<file path="config.mk">
export PLATFORM = sky130hd
export DESIGN_NAME = wm_front_panel
export DESIGN_NICKNAME = d
export VERILOG_FILES = /design/src/rtl/wm_front_panel.sv
export SDC_FILE = /design/constraint.sdc
export NUM_CORES = 1
export LEC_CHECK = 0
export ABC_AREA = 1
export ABC_CLOCK_PERIOD_IN_PS = 3800
export CORE_UTILIZATION = 51
export CTS_CLUSTER_DIAMETER = 30
export CTS_CLUSTER_SIZE = 40
export DETAILED_ROUTE_END_ITERATION = 12
export PLACE_DENSITY = 0.86
export SETUP_SLACK_MARGIN = 0.02
export SLEW_MARGIN = 20
export SYNTH_ARGS = -nofsm -noshare
export SYNTH_HDL_FRONTEND = slang
export SYNTH_SLANG_ARGS = --single-unit
export TNS_END_PERCENT = 10
</file>
<file path="constraint.sdc">
create_clock -name CLK -period 3.8 [get_ports CLK]
set_input_delay 0.57 -clock CLK [delete_from_list [all_inputs] [get_ports CLK]]
set_output_delay 0.57 -clock CLK [all_outputs]
set_load 0.02 [all_outputs]
</file>
<file path="src/rtl/wm_front_panel.sv">
// Washing-machine front panel: coin credit, lid debounce and double-wash latch,
// then a start handshake on C and progress tracking through the washer's stage lamps.
module wm_front_panel #(
    parameter int PRICE      = 3,
    parameter int CW         = 3,
    parameter int DEB_CYCLES = 4,
    parameter int START_TMO  = 15
) (
    input  logic          CLK,
    input  logic          RST_N,
    input  logic          COIN_IN,
    input  logic          DW_BTN,
    input  logic          REFUND_BTN,
    input  logic          LID_SW,
    input  logic [7:0]    LAMPS,
    output logic          C,
    output logic          L,
    output logic          DW,
    output logic [CW-1:0] CREDIT,
    output logic          BUSY,
    output logic          REFUND,
    output logic          DONE,
    output logic          FAULT
);
    typedef enum logic [1:0] {P_COLLECT = 2'd0, P_START = 2'd1, P_RUN = 2'd2} state_e;

    localparam logic [CW-1:0] PRICE_C  = CW'(PRICE);
    localparam logic [3:0]    DEB_LAST = 4'(DEB_CYCLES - 1);
    localparam logic [7:0]    TMO_LAST = 8'(START_TMO - 1);

    state_e        state_q, state_d;
    logic [2:0]    coin_s_q, dwb_s_q, refb_s_q;
    logic [1:0]    lid_s_q;
    logic [3:0]    deb_cnt_q, deb_cnt_d;
    logic [7:0]    tmo_cnt_q, tmo_cnt_d;
    logic [CW-1:0] credit_q, credit_d;
    logic          l_q, l_d, dw_q, dw_d, c_q, c_d, busy_q, busy_d;
    logic          refund_q, refund_d, done_q, done_d, fault_q, fault_d;
    logic          coin_edge, dw_edge, ref_edge;
    logic          unused_lamps;

    assign coin_edge    = coin_s_q[1] & ~coin_s_q[2];
    assign dw_edge      = dwb_s_q[1]  & ~dwb_s_q[2];
    assign ref_edge     = refb_s_q[1] & ~refb_s_q[2];
    assign unused_lamps = ^LAMPS[7:2];

    // State register plus every registered output and counter
    always_ff @(posedge CLK or negedge RST_N) begin
        if (!RST_N) begin
            state_q   <= P_COLLECT;
            coin_s_q  <= '0;
            dwb_s_q   <= '0;
            refb_s_q  <= '0;
            lid_s_q   <= '0;
            deb_cnt_q <= '0;
            tmo_cnt_q <= '0;
            credit_q  <= '0;
            l_q       <= 1'b1;
            dw_q      <= 1'b0;
            c_q       <= 1'b0;
            busy_q    <= 1'b0;
            refund_q  <= 1'b0;
            done_q    <= 1'b0;
            fault_q   <= 1'b0;
        end else begin
            state_q   <= state_d;
            coin_s_q  <= {coin_s_q[1:0], COIN_IN};
            dwb_s_q   <= {dwb_s_q[1:0], DW_BTN};
            refb_s_q  <= {refb_s_q[1:0], REFUND_BTN};
            lid_s_q   <= {lid_s_q[0], LID_SW};
            deb_cnt_q <= deb_cnt_d;
            tmo_cnt_q <= tmo_cnt_d;
            credit_q  <= credit_d;
            l_q       <= l_d;
            dw_q      <= dw_d;
            c_q       <= c_d;
            busy_q    <= busy_d;
            refund_q  <= refund_d;
            done_q    <= done_d;
            fault_q   <= fault_d;
        end
    end

    always_comb begin
        l_d       = l_q;
        deb_cnt_d = '0;
        if (lid_s_q[1] != l_q) begin
            if (deb_cnt_q == DEB_LAST) begin
                l_d = lid_s_q[1];
            end else begin
                deb_cnt_d = deb_cnt_q + 4'd1;
            end
        end
    end

    // Start is decided on the next credit so C rises on the edge the last coin lands
    always_comb begin
        state_d = state_q;
        case (state_q)
            P_COLLECT: if (credit_d == PRICE_C && !l_q) state_d = P_START;
            P_START: begin
                if (LAMPS[1])                    state_d = P_RUN;
                else if (l_q)                    state_d = P_COLLECT;
                else if (tmo_cnt_q == TMO_LAST)  state_d = P_COLLECT;
            end
            P_RUN:     if (LAMPS[0]) state_d = P_COLLECT;
            default:   state_d = P_COLLECT;
        endcase
    end

    always_comb begin
        credit_d  = credit_q;
        dw_d      = dw_q;
        refund_d  = 1'b0;
        done_d    = 1'b0;
        fault_d   = 1'b0;
        tmo_cnt_d = '0;
        case (state_q)
            P_COLLECT: begin
                if (ref_edge) begin
                    refund_d = 1'b1;
                    credit_d = '0;
                    dw_d     = 1'b0;
                end else begin
                    if (coin_edge) begin
                        if (credit_q == PRICE_C) refund_d = 1'b1;
                        else                     credit_d = credit_q + CW'(1);
                    end
                    if (dw_edge) dw_d = ~dw_q;
                end
            end
            P_START: begin
                refund_d  = coin_edge;
                tmo_cnt_d = tmo_cnt_q + 8'd1;
                if (LAMPS[1])                           credit_d = '0;
                else if (!l_q && tmo_cnt_q == TMO_LAST) fault_d  = 1'b1;
            end
            P_RUN: begin
                refund_d = coin_edge;
                if (LAMPS[0]) begin
                    done_d = 1'b1;
                    dw_d   = 1'b0;
                end
            end
            default: ;
        endcase
    end

    assign c_d    = (state_d == P_START);
    assign busy_d = (state_d != P_COLLECT);

    assign C      = c_q;
    assign L      = l_q;
    assign DW     = dw_q;
    assign CREDIT = credit_q;
    assign BUSY   = busy_q;
    assign REFUND = refund_q;
    assign DONE   = done_q;
    assign FAULT  = fault_q;
endmodule
</file>
# After elaboration in Yosys (flattened, before gate mapping)
# Index checks and enable logic that the tools add are counted.
dict set report totals {
  reg_bits 35
  latchBits 0
  mem_bits_rw 0
  romBits 0
  wordCells 71
  n_memories 0
}
dict set report op_classes {
  add_sub_neg 3
  n_mul 0
  div_mod_pow 0
  magnitude_cmp 0
  eq_ne 10
  n_shift 0
  mux 27
  bitwise_logic 7
  n_reduce_logical 9
}
# operator n
set op_table {}
lappend op_table {{3-bit two-way mux} 4}
lappend op_table {{1-bit two-way mux} 11}
lappend op_table {{2-bit two-way mux} 5}
lappend op_table {{8-bit by 1-bit adder with 8-bit output (second input constant)} 1}
lappend op_table {{8-bit by 4-bit equality test with 1-bit output (second input constant)} 1}
lappend op_table {{4-bit two-way mux} 2}
lappend op_table {{8-bit two-way mux} 1}
lappend op_table {{3-bit by 2-bit equality test with 1-bit output (second input constant)} 2}
lappend op_table {{2-bit case mux with 3 select lines} 1}
lappend op_table {{3-bit case mux with 2 select lines} 1}
lappend op_table {{4-bit by 1-bit adder with 4-bit output (second input constant)} 1}
lappend op_table {{2-bit by 1-bit equality test with 1-bit output (second input constant)} 2}
lappend op_table {{4-bit by 2-bit equality test with 1-bit output (second input constant)} 1}
lappend op_table {{1-bit NOT} 4}
lappend op_table {{1-bit case mux with 2 select lines} 2}
lappend op_table {{2-bit nonzero test} 2}
lappend op_table {{3-bit by 1-bit adder with 3-bit output (second input constant)} 1}
lappend op_table {{1-bit AND} 3}
lappend op_table {{3-bit != test (second input constant)} 1}
lappend op_table {{3-bit AND reduction} 1}
lappend op_table {{2-bit equality test (second input constant)} 1}
lappend op_table {{1-bit logical AND} 2}
lappend op_table {{2-bit zero test} 1}
lappend op_table {{2-bit != test (second input constant)} 1}
lappend op_table {{4 further kinds} 4}

# Depth between registers and ports, before layout
# Gate-level depths: netlist of the first run.
dict set report depth {
  depth_word 10
  ltp_mapped 13
  depth_no_buf 13
}

# Least setup slack after synthesis of the first run
# OpenSTA, ideal clock, no wires.
dict set report synth_path {
  path_type {register to register}
  from {reg state_q[0]}
  to {reg busy_q, in the netlist BUSY}
  t_arrival_ns 1.465
  required_ns 3.682
  path_slack_ns 2.217
  stages_incl_launch_ff 14
  path_buffers 0
  period_less_slack_ns 1.583
  path_cell_list {dfrtp_1 inv_1 ha_1 inv_1 a21oi_2 nand2_1 nand2_1 nand2_1 nand2_2 nand3_2 nand2_1 nand2_1 nand2_1 nand2_1}
}
dict set report synth_via {
  elab_chain_len 7
}
# item line_no
set synth_lines {}
lappend synth_lines {{start: declaration} 31} ;# state_e state_q, state_d;
lappend synth_lines {{start signal: assignment} 66} ;# state_q <= state_d;
lappend synth_lines {{2-bit by 1-bit equality test with 1-bit output or 2-bit zero test (tied branches)} 118} ;# case (state_q)
lappend synth_lines {{3-bit case mux with 2 select lines (*)} 118}
lappend synth_lines {{named net credit_d[0]} 36} ;# logic [CW-1:0] credit_q, credit_d;
lappend synth_lines {{3-bit by 2-bit equality test with 1-bit output (*)} 100} ;# P_COLLECT: if (credit_d == PRICE_C && !l_q) state_d = P_START;
lappend synth_lines {{1-bit logical AND (*)} 100}
lappend synth_lines {{2-bit two-way mux (*)} 100}
lappend synth_lines {{2-bit case mux with 3 select lines (*)} 99} ;# case (state_q)
lappend synth_lines {{2-bit nonzero test (*)} 150} ;# assign busy_d = (state_d != P_COLLECT);
lappend synth_lines {{named net busy_d} 37} ;# logic l_q, l_d, dw_q, dw_d, c_q, c_d, busy_q, busy_d;
lappend synth_lines {{end signal: assignment} 77} ;# busy_q <= busy_d;
lappend synth_lines {{end: declaration} 37}
# Mark *: on every way through the listed nets, which the timed path passes. The rest lies on a longest branch.
# A chain may end at the register's enable or synchronous reset.

# Final worst setup path of the first run
dict set report layout_path {
  from {reg l_q, in the netlist L}
  to {out L}
}
# item line_no
set layout_rtl {}
lappend layout_rtl {{start: declaration} 37}
lappend layout_rtl {{start signal: assignment} 74} ;# l_q <= l_d;
lappend layout_rtl {{end: declaration} 17} ;# output logic L,
# No word-level cell between the ends.

==> results of run 1 <==
logic make-up after synthesis:
| family | count (synthesis) | synth area share |
|---|---|---|
| AOI/OAI and AO/OA | 20 | 0.0739 |
| xor gates and xnor gates | 3 | 0.0170 |
| adders and majority gates | 8 | 0.0649 |
| buffers and inverters | 28 | 0.0682 |
| DFF | 35 | 0.569 |
| and+or+nand+nor | 72 | 0.207 |
power groups by stage:
stage | combinational [mW] | clock [mW] | sequential (mW)
3_3_place_gp | 0.419 | 0 | 0.495
3_5_place_dp | 0.440 | 0 | 0.503
4_1_cts | 0.445 | 0.197 | 0.495
5_1_grt | 0.497 | 0.217 | 0.502
2_1_floorplan | 0.264 | 0 | 0.528
6_report | 0.443 | 0.191 | 0.495
worst max path at each step:
stage                           from   end  slack [ps]  depth (start not counted)
final                              L     L        1680                          1
after global routing               L     L        1620                          1
after floorplan           state_q[0]  BUSY        2220                         13
after detailed placement    LAMPS[1]  BUSY        1810                         10
after CTS                          L     L        1670                          1
after global placement      LAMPS[1]  BUSY        1810                         10
final cells by class:
class | instances | area [um^2] | share of cell area
clock buffers | 6 | 41.3 | 0.0228
flip-flops and latches | 35 | 877 | 0.484
well taps | 31 | 38.8 | 0.0214
inverters | 28 | 105 | 0.0580
repair buffers | 18 | 178 | 0.0981
clock inverters | 2 | 12.5 | 0.00691
multi-input cells | 103 | 559 | 0.309
per-stage QoR:
stage | cells | total power, mW | area (um^2)
after global routing | 223 | 1.22 | 1810
after global placement | 215 | 0.914 | 1760
after CTS | 223 | 1.14 | 1810
final | 223 | 1.13 | 1810
after floorplan | 166 | 0.792 | 1540
after detailed placement | 215 | 0.943 | 1760
state kept, by name, summed over array words and instances (netlist names), 2 cells and up:
register and count:
CREDIT 3, dwb_s_q 3, coin_s_q 3, tmo_cnt_q 8
refb_s_q 3, lid_s_q 2, deb_cnt_q 4, state_q 2
placed cells by master, fill, tap and decap left out, types with 2 or more instances in the layout:
| cell type | instances |
|---|---|
| ha_1 | 8 |
| nor3_1 | 5 |
| inv_1 | 27 |
| a21oi_2 | 2 |
| a21oi_1 | 8 |
| dfrtp_1 | 34 |
| xnor2_1 | 2 |
| nand2_1 | 31 |
| clkdlybuf4s50_1 | 17 |
| nand3_1 | 10 |
| nand3_2 | 2 |
| o21ai_0 | 7 |
| nor2_1 | 19 |
| clkbuf_4 | 5 |
Yosys cell counts (2+ instances only):
master / count / area (um^2)
a21oi_1: 8 / 40.0
a21oi_2: 2 / 17.5
dfrtp_1: 34 / 851
ha_1: 8 / 100
inv_1: 27 / 101
nand2_1: 31 / 116
nand3_1: 10 / 50.1
nand3_2: 2 / 20.0
nor2_1: 19 / 71.3
nor3_1: 5 / 25.0
o21ai_0: 7 / 35.0
xnor2_1: 2 / 17.5
routing by layer:
| layer | up-vias | global-route usage | wire length (um) |
|---|---|---|---|
| li1 | 575 | - | - |
| met1 | 546 | 0.214 | 1130 |
| met2 | 33 | 0.350 | 1510 |
| met3 | 2 | 0.0680 | 140 |
| met4 | 0 | 0.0697 | 9 |
| met5 | - | 0 | 0 |
==> out/qor.csv, run 1 <==
metric,value,unit
final period utilization,0.557,
Post-Syn Area,1540,um^2
Seq pwr share,0.438,
layout cell share with drive strength beyond 1,0.0938,
"critical path, cell by cell",clkdlybuf4s50_1,
sequential element share of the synthesized area,0.569,
"Data arrival, critical path",1550,ps
post-route ant nets,0,
YS warnings,0,
aggregate routed wire length,2790,um
hold_buf cts,0,
# IOs,24,
Worst Setup Start Kind,flop,
R2R setup slack,1920,ps
"Core Util, Final",0.646,
worst setup margin,1680,ps
Internal Power,0.685,mW
clock tree sinks,35,
Crit Path Max Fanout,5,
Clock power frac,0.169,
"Hold Violations, Final",0,
Routed WL per cell,12.5,um
clk root buf,clkbuf_4,
status,finished clean,
Netlist cell types,23,
Switch Pwr,0.444,mW
Initial Util,0.550,
gr usage total,0.195,
Final Max Slew Viols,0,
Min-Delay Startpoint,lid_s_q[0],
number of flops mapped to enable cells by yosys,0,
unrepaired setup endpoints after global routing,false,
R2R depth,13,
crit-path leading delay family,buffers and inverters,
global-route congestion overflow total,0,
initial antenna violation count,0,
clock latency on the worst-skew pair,340,ps
PwrDens,623,nW/um^2
FILL cells,233,
kind of critical path,flop to output port,
H-tree levels,2,
# nets final,213,
Buf/Inv on CP,1,
routed vias,1156,
Num CTS Buffers,5,
Core Rows,19,
syn_nets,188,
DP Wirelength,2090,um
die height,57.0,um
routability cong.,0.841,
Post-CTS Setup Repair Bufs,0,
FF-to-FF Start,state_q[0],
MaxCap Viol Count,0,
first-pass GRT wire length,4730,um
Max Freq,472,MHz
Reg2Reg Capture Point,BUSY,
Period minus WS final,2120,ps
core footprint,2810,um^2
WHS Path Cells,0,
die width,57.0,um
Final setup viols,0,
required time of the worst setup path,3230,ps
Logic pwr share,0.393,
Post-Synthesis Cells,166,
WHS Endpoint,lid_s_q[1],
Async SR Flop Fraction,1.00,
P&R area growth vs syn,17.5,%
largest net degree at the start of global routing,36,
switching fraction of total power,0.393,
Slew @ Worst Pin,431,ps
peak supply drop,0.434,mV
Buffers on Ports,17,
die area,3250,um^2
CP max stage cell,clkdlybuf4s50_1,
Slew HR,0.712,
vias in the first global route,1167,
buffer levels on the longest clock path,2,
drt pass-1 iters,4,
# resized after CTS,0,
"Top FF cell, synth",dfrtp_1,
setup TNS,0,ps
initial DRC count,39,
vias per inst,5.18,
critical path's largest stage delay,610,ps
CTS tree,yes,
min-delay worst type,flop to flop,
Post-Place Worst Slack,1810,ps
syn avg cell area,9.29,um^2
nature of the critical path endpoint,output port,
diodes inserted,0,
Clock Skew,4.63,ps
DRC Markers,0,
"flops & latches, synth",35,
"Reg clk slew, reported paths",100,ps
Hold Slack,358,ps
total leakage power,0.907,nW
Power figures use the tool's default switching activity.
==> run 2: changes to the inputs <==
--- a/config.mk
+++ b/config.mk
@@ -6,12 +6,12 @@
 export NUM_CORES = 1
 export LEC_CHECK = 0
 export ABC_AREA = 1
-export ABC_CLOCK_PERIOD_IN_PS = 3800
-export CORE_UTILIZATION = 51
+export ABC_CLOCK_PERIOD_IN_PS = 1900
+export CORE_UTILIZATION = 47
 export CTS_CLUSTER_DIAMETER = 30
 export CTS_CLUSTER_SIZE = 40
 export DETAILED_ROUTE_END_ITERATION = 12
-export PLACE_DENSITY = 0.86
+export PLACE_DENSITY = 0.84
 export SETUP_SLACK_MARGIN = 0.02
 export SLEW_MARGIN = 20
 export SYNTH_ARGS = -nofsm -noshare
==> constraint.sdc (replaced) <==
create_clock -name CLK -period 1.9 [get_ports CLK]
set_input_delay 0.285 -clock CLK [delete_from_list [all_inputs] [get_ports CLK]]
set_output_delay 0.285 -clock CLK [all_outputs]
set_load 0.02 [all_outputs]
==> out/qor.csv, run 2 (synthesis results as in run 1) <==
metric,value,unit,change
"Core Util, Final",0.619,,was 0.646
biggest regs,"tmo_cnt_q: 8 flops, deb_cnt_q: 4 flops",,unchanged
crit-path leading delay family,simple AND/OR/NAND/NOR gates,,was buffers and inverters
H-tree levels,2,,unchanged
CP most frequent cell,nand2_1,,
area of the multi-input gates,579,um^2,was 559 um^2
clock tree sinks,35,,unchanged
Largest register FFs,8,,unchanged
Core Rows,20,,was 19
vias in the first global route,1149,,was 1167
required time of the worst setup path,2120,ps,was 3230 ps
peak supply drop,0.727,mV,was 0.434 mV
"commonest non-fill, non-tap cells in the layout","dfrtp_1, nand2_1, inv_1",,unchanged
"Data arrival, critical path",1960,ps,was 1550 ps
FILL cells,279,,was 233
Period minus WS final,1750,ps,
unrepaired setup endpoints after global routing,true,,was false
Initial Util,0.501,,was 0.550
"Hold Violations, Final",0,,unchanged
P&R area growth vs syn,23.6,%,was 17.5%
Clock Skew,10.4,ps,was 4.63 ps
# IOs,24,,unchanged
drt pass-1 iters,4,,unchanged
Buf/Inv on CP,1,,unchanged
routed vias,1129,,was 1156
Max Freq,573,MHz,
Final setup viols,0,,unchanged
die area,3510,um^2,was 3250 um^2
Final Max Slew Viols,0,,unchanged
"critical path, cell by cell","inv_1, ha_1, nor2_1, nor2_2, nand2_1, a21oi_2, nand3_2, nand2_1, nand2_1, nand2_1, nand2_1",,was clkdlybuf4s50_1
die height,59.3,um,was 57.0 um
Routed WL per cell,11.0,um,was 12.5 um
core footprint,3080,um^2,was 2810 um^2
Top reg by flops,tmo_cnt_q,,unchanged
largest net degree at the start of global routing,36,,unchanged
Num CTS Buffers,5,,unchanged
CTS tree,yes,,unchanged
hold_buf cts,0,,unchanged
total leakage power,0.951,nW,was 0.907 nW
min-delay worst type,input port to asynchronous set/reset pin,,was flop to flop
clock latency on the worst-skew pair,330,ps,was 340 ps
diodes inserted,0,,unchanged
routability cong.,0.838,,was 0.841
die width,59.3,um,was 57.0 um
buffer levels on the longest clock path,2,,unchanged
Crit Path Max Fanout,5,,unchanged
post-route ant nets,0,,unchanged
DP Wirelength,1890,um,was 2090 um
kind of critical path,flop to flop,,was flop to output port
CP max stage cell,dfrtp_1,,was clkdlybuf4s50_1
initial antenna violation count,0,,unchanged
Buffers on Ports,17,,unchanged
status,finished clean,,unchanged
MaxCap Viol Count,0,,unchanged
gr usage total,0.174,,was 0.195
clk root buf,clkbuf_4,,unchanged
Register Area,877,um^2,unchanged
first-pass GRT wire length,4500,um,was 4730 um
final period utilization,0.919,,
Slew HR,0.715,,was 0.712
"most common cell after layout, fill and taps aside",dfrtp_1,,unchanged
critical path's largest stage delay,440,ps,was 610 ps
global-route congestion overflow total,0,,unchanged
aggregate routed wire length,2630,um,was 2790 um
nature of the critical path endpoint,flop,,was output port
setup TNS,0,ps,unchanged
"Reg clk slew, reported paths",100,ps,about the same
initial DRC count,56,,was 39
Pwr Total,2.46,mW,was 1.13 mW
Worst Setup Start Kind,flop,,unchanged
DRC Markers,0,,unchanged
vias per inst,4.70,,was 5.18
layout cell share with drive strength beyond 1,0.117,,was 0.0938
# nets final,218,,was 213
Slew @ Worst Pin,428,ps,was 431 ps
PwrDens,1290,nW/um^2,was 623 nW/um^2
==> run 2: changes by cell type in the layout (fill, tap and decap cells not counted) <==
cell,delta
buf_4,+5
bufinv_16,+1
clkinv_2,-1
dlymetal6s2s_1,+1
a21oi_4,+1
clkinvlp_4,-1
clkdlybuf4s50_1,-1
ha_4,+1
a21oi_2,-1
ha_1,-1
==> run 2: through the flow <==
step / cell area [um^2] / hold WS (ps) / std cells / setup WS, ps
floorplan: 1540 / -10.6 / 166 / 317
global placement: 1790 / 333 / 230 / 150
detailed placement: 1790 / 336 / 230 / 138
CTS: 1860 / 355 / 237 / 45.0
global route: 1910 / 357 / 240 / 14.6
finish: 1910 / 354 / 240 / 155
==> run 2: worst register-to-register path, cell delays in order, from the launching register on <==
cell     delay (ps)
dfrtp_1         440
inv_1           150
ha_1            240
nor2_1           90
nor2_2          150
nand2_1          80
a21oi_2         130
nand3_2          90
nand2_1          60
nand2_1          70
nand2_1          80
nand2_1          50
==> run 2: path summary, 6_finish.rpt <==
| path | end | slack [ps] | cells past startpoint | start |
|---|---|---|---|---|
| setup / recovery | BUSY | 150 | 11 | state_q[1] |
| hold / removal | tmo_cnt_q[5] | 350 | 2 | RST_N |
| setup reg to reg | BUSY | 150 | 11 | state_q[1] |
| hold reg to reg | lid_s_q[1] | 360 | 0 | lid_s_q[0] |
| max in group asynchronous | L | 1210 | 2 | RST_N |
| min in group CLK | lid_s_q[1] | 360 | 0 | lid_s_q[0] |
==> run 2: power breakdown <==
group | internal [mW] | switching, mW | leakage [nW]
combinational | 0.430 | 0.550 | 0.463
clock | 0.271 | 0.223 | 0.0383
sequential | 0.880 | 0.105 | 0.450
==> run 2: layout make-up <==
cell class	instances	share of cell area
clock buffer	6	0.0217
clock inverter	1	0.0158
inverter	28	0.0552
multi-input combinational	103	0.304
sequential	35	0.460
tap	44	0.0289
timing repair buffer	23	0.114
==> run 2: routing by layer <==
metal,vias up,global-route usage,wire length (um)
met1,522,0.208,1240
met2,23,0.292,1270
met5,-,0,0
li1,580,-,-
met4,0,0.0510,27
met3,4,0.0655,96
==> run 2: timing repair <==
item	4_1_cts	5_1_grt
gates resized for setup	0	4
buffers inserted	0	3
setup endpoints to repair	0	5
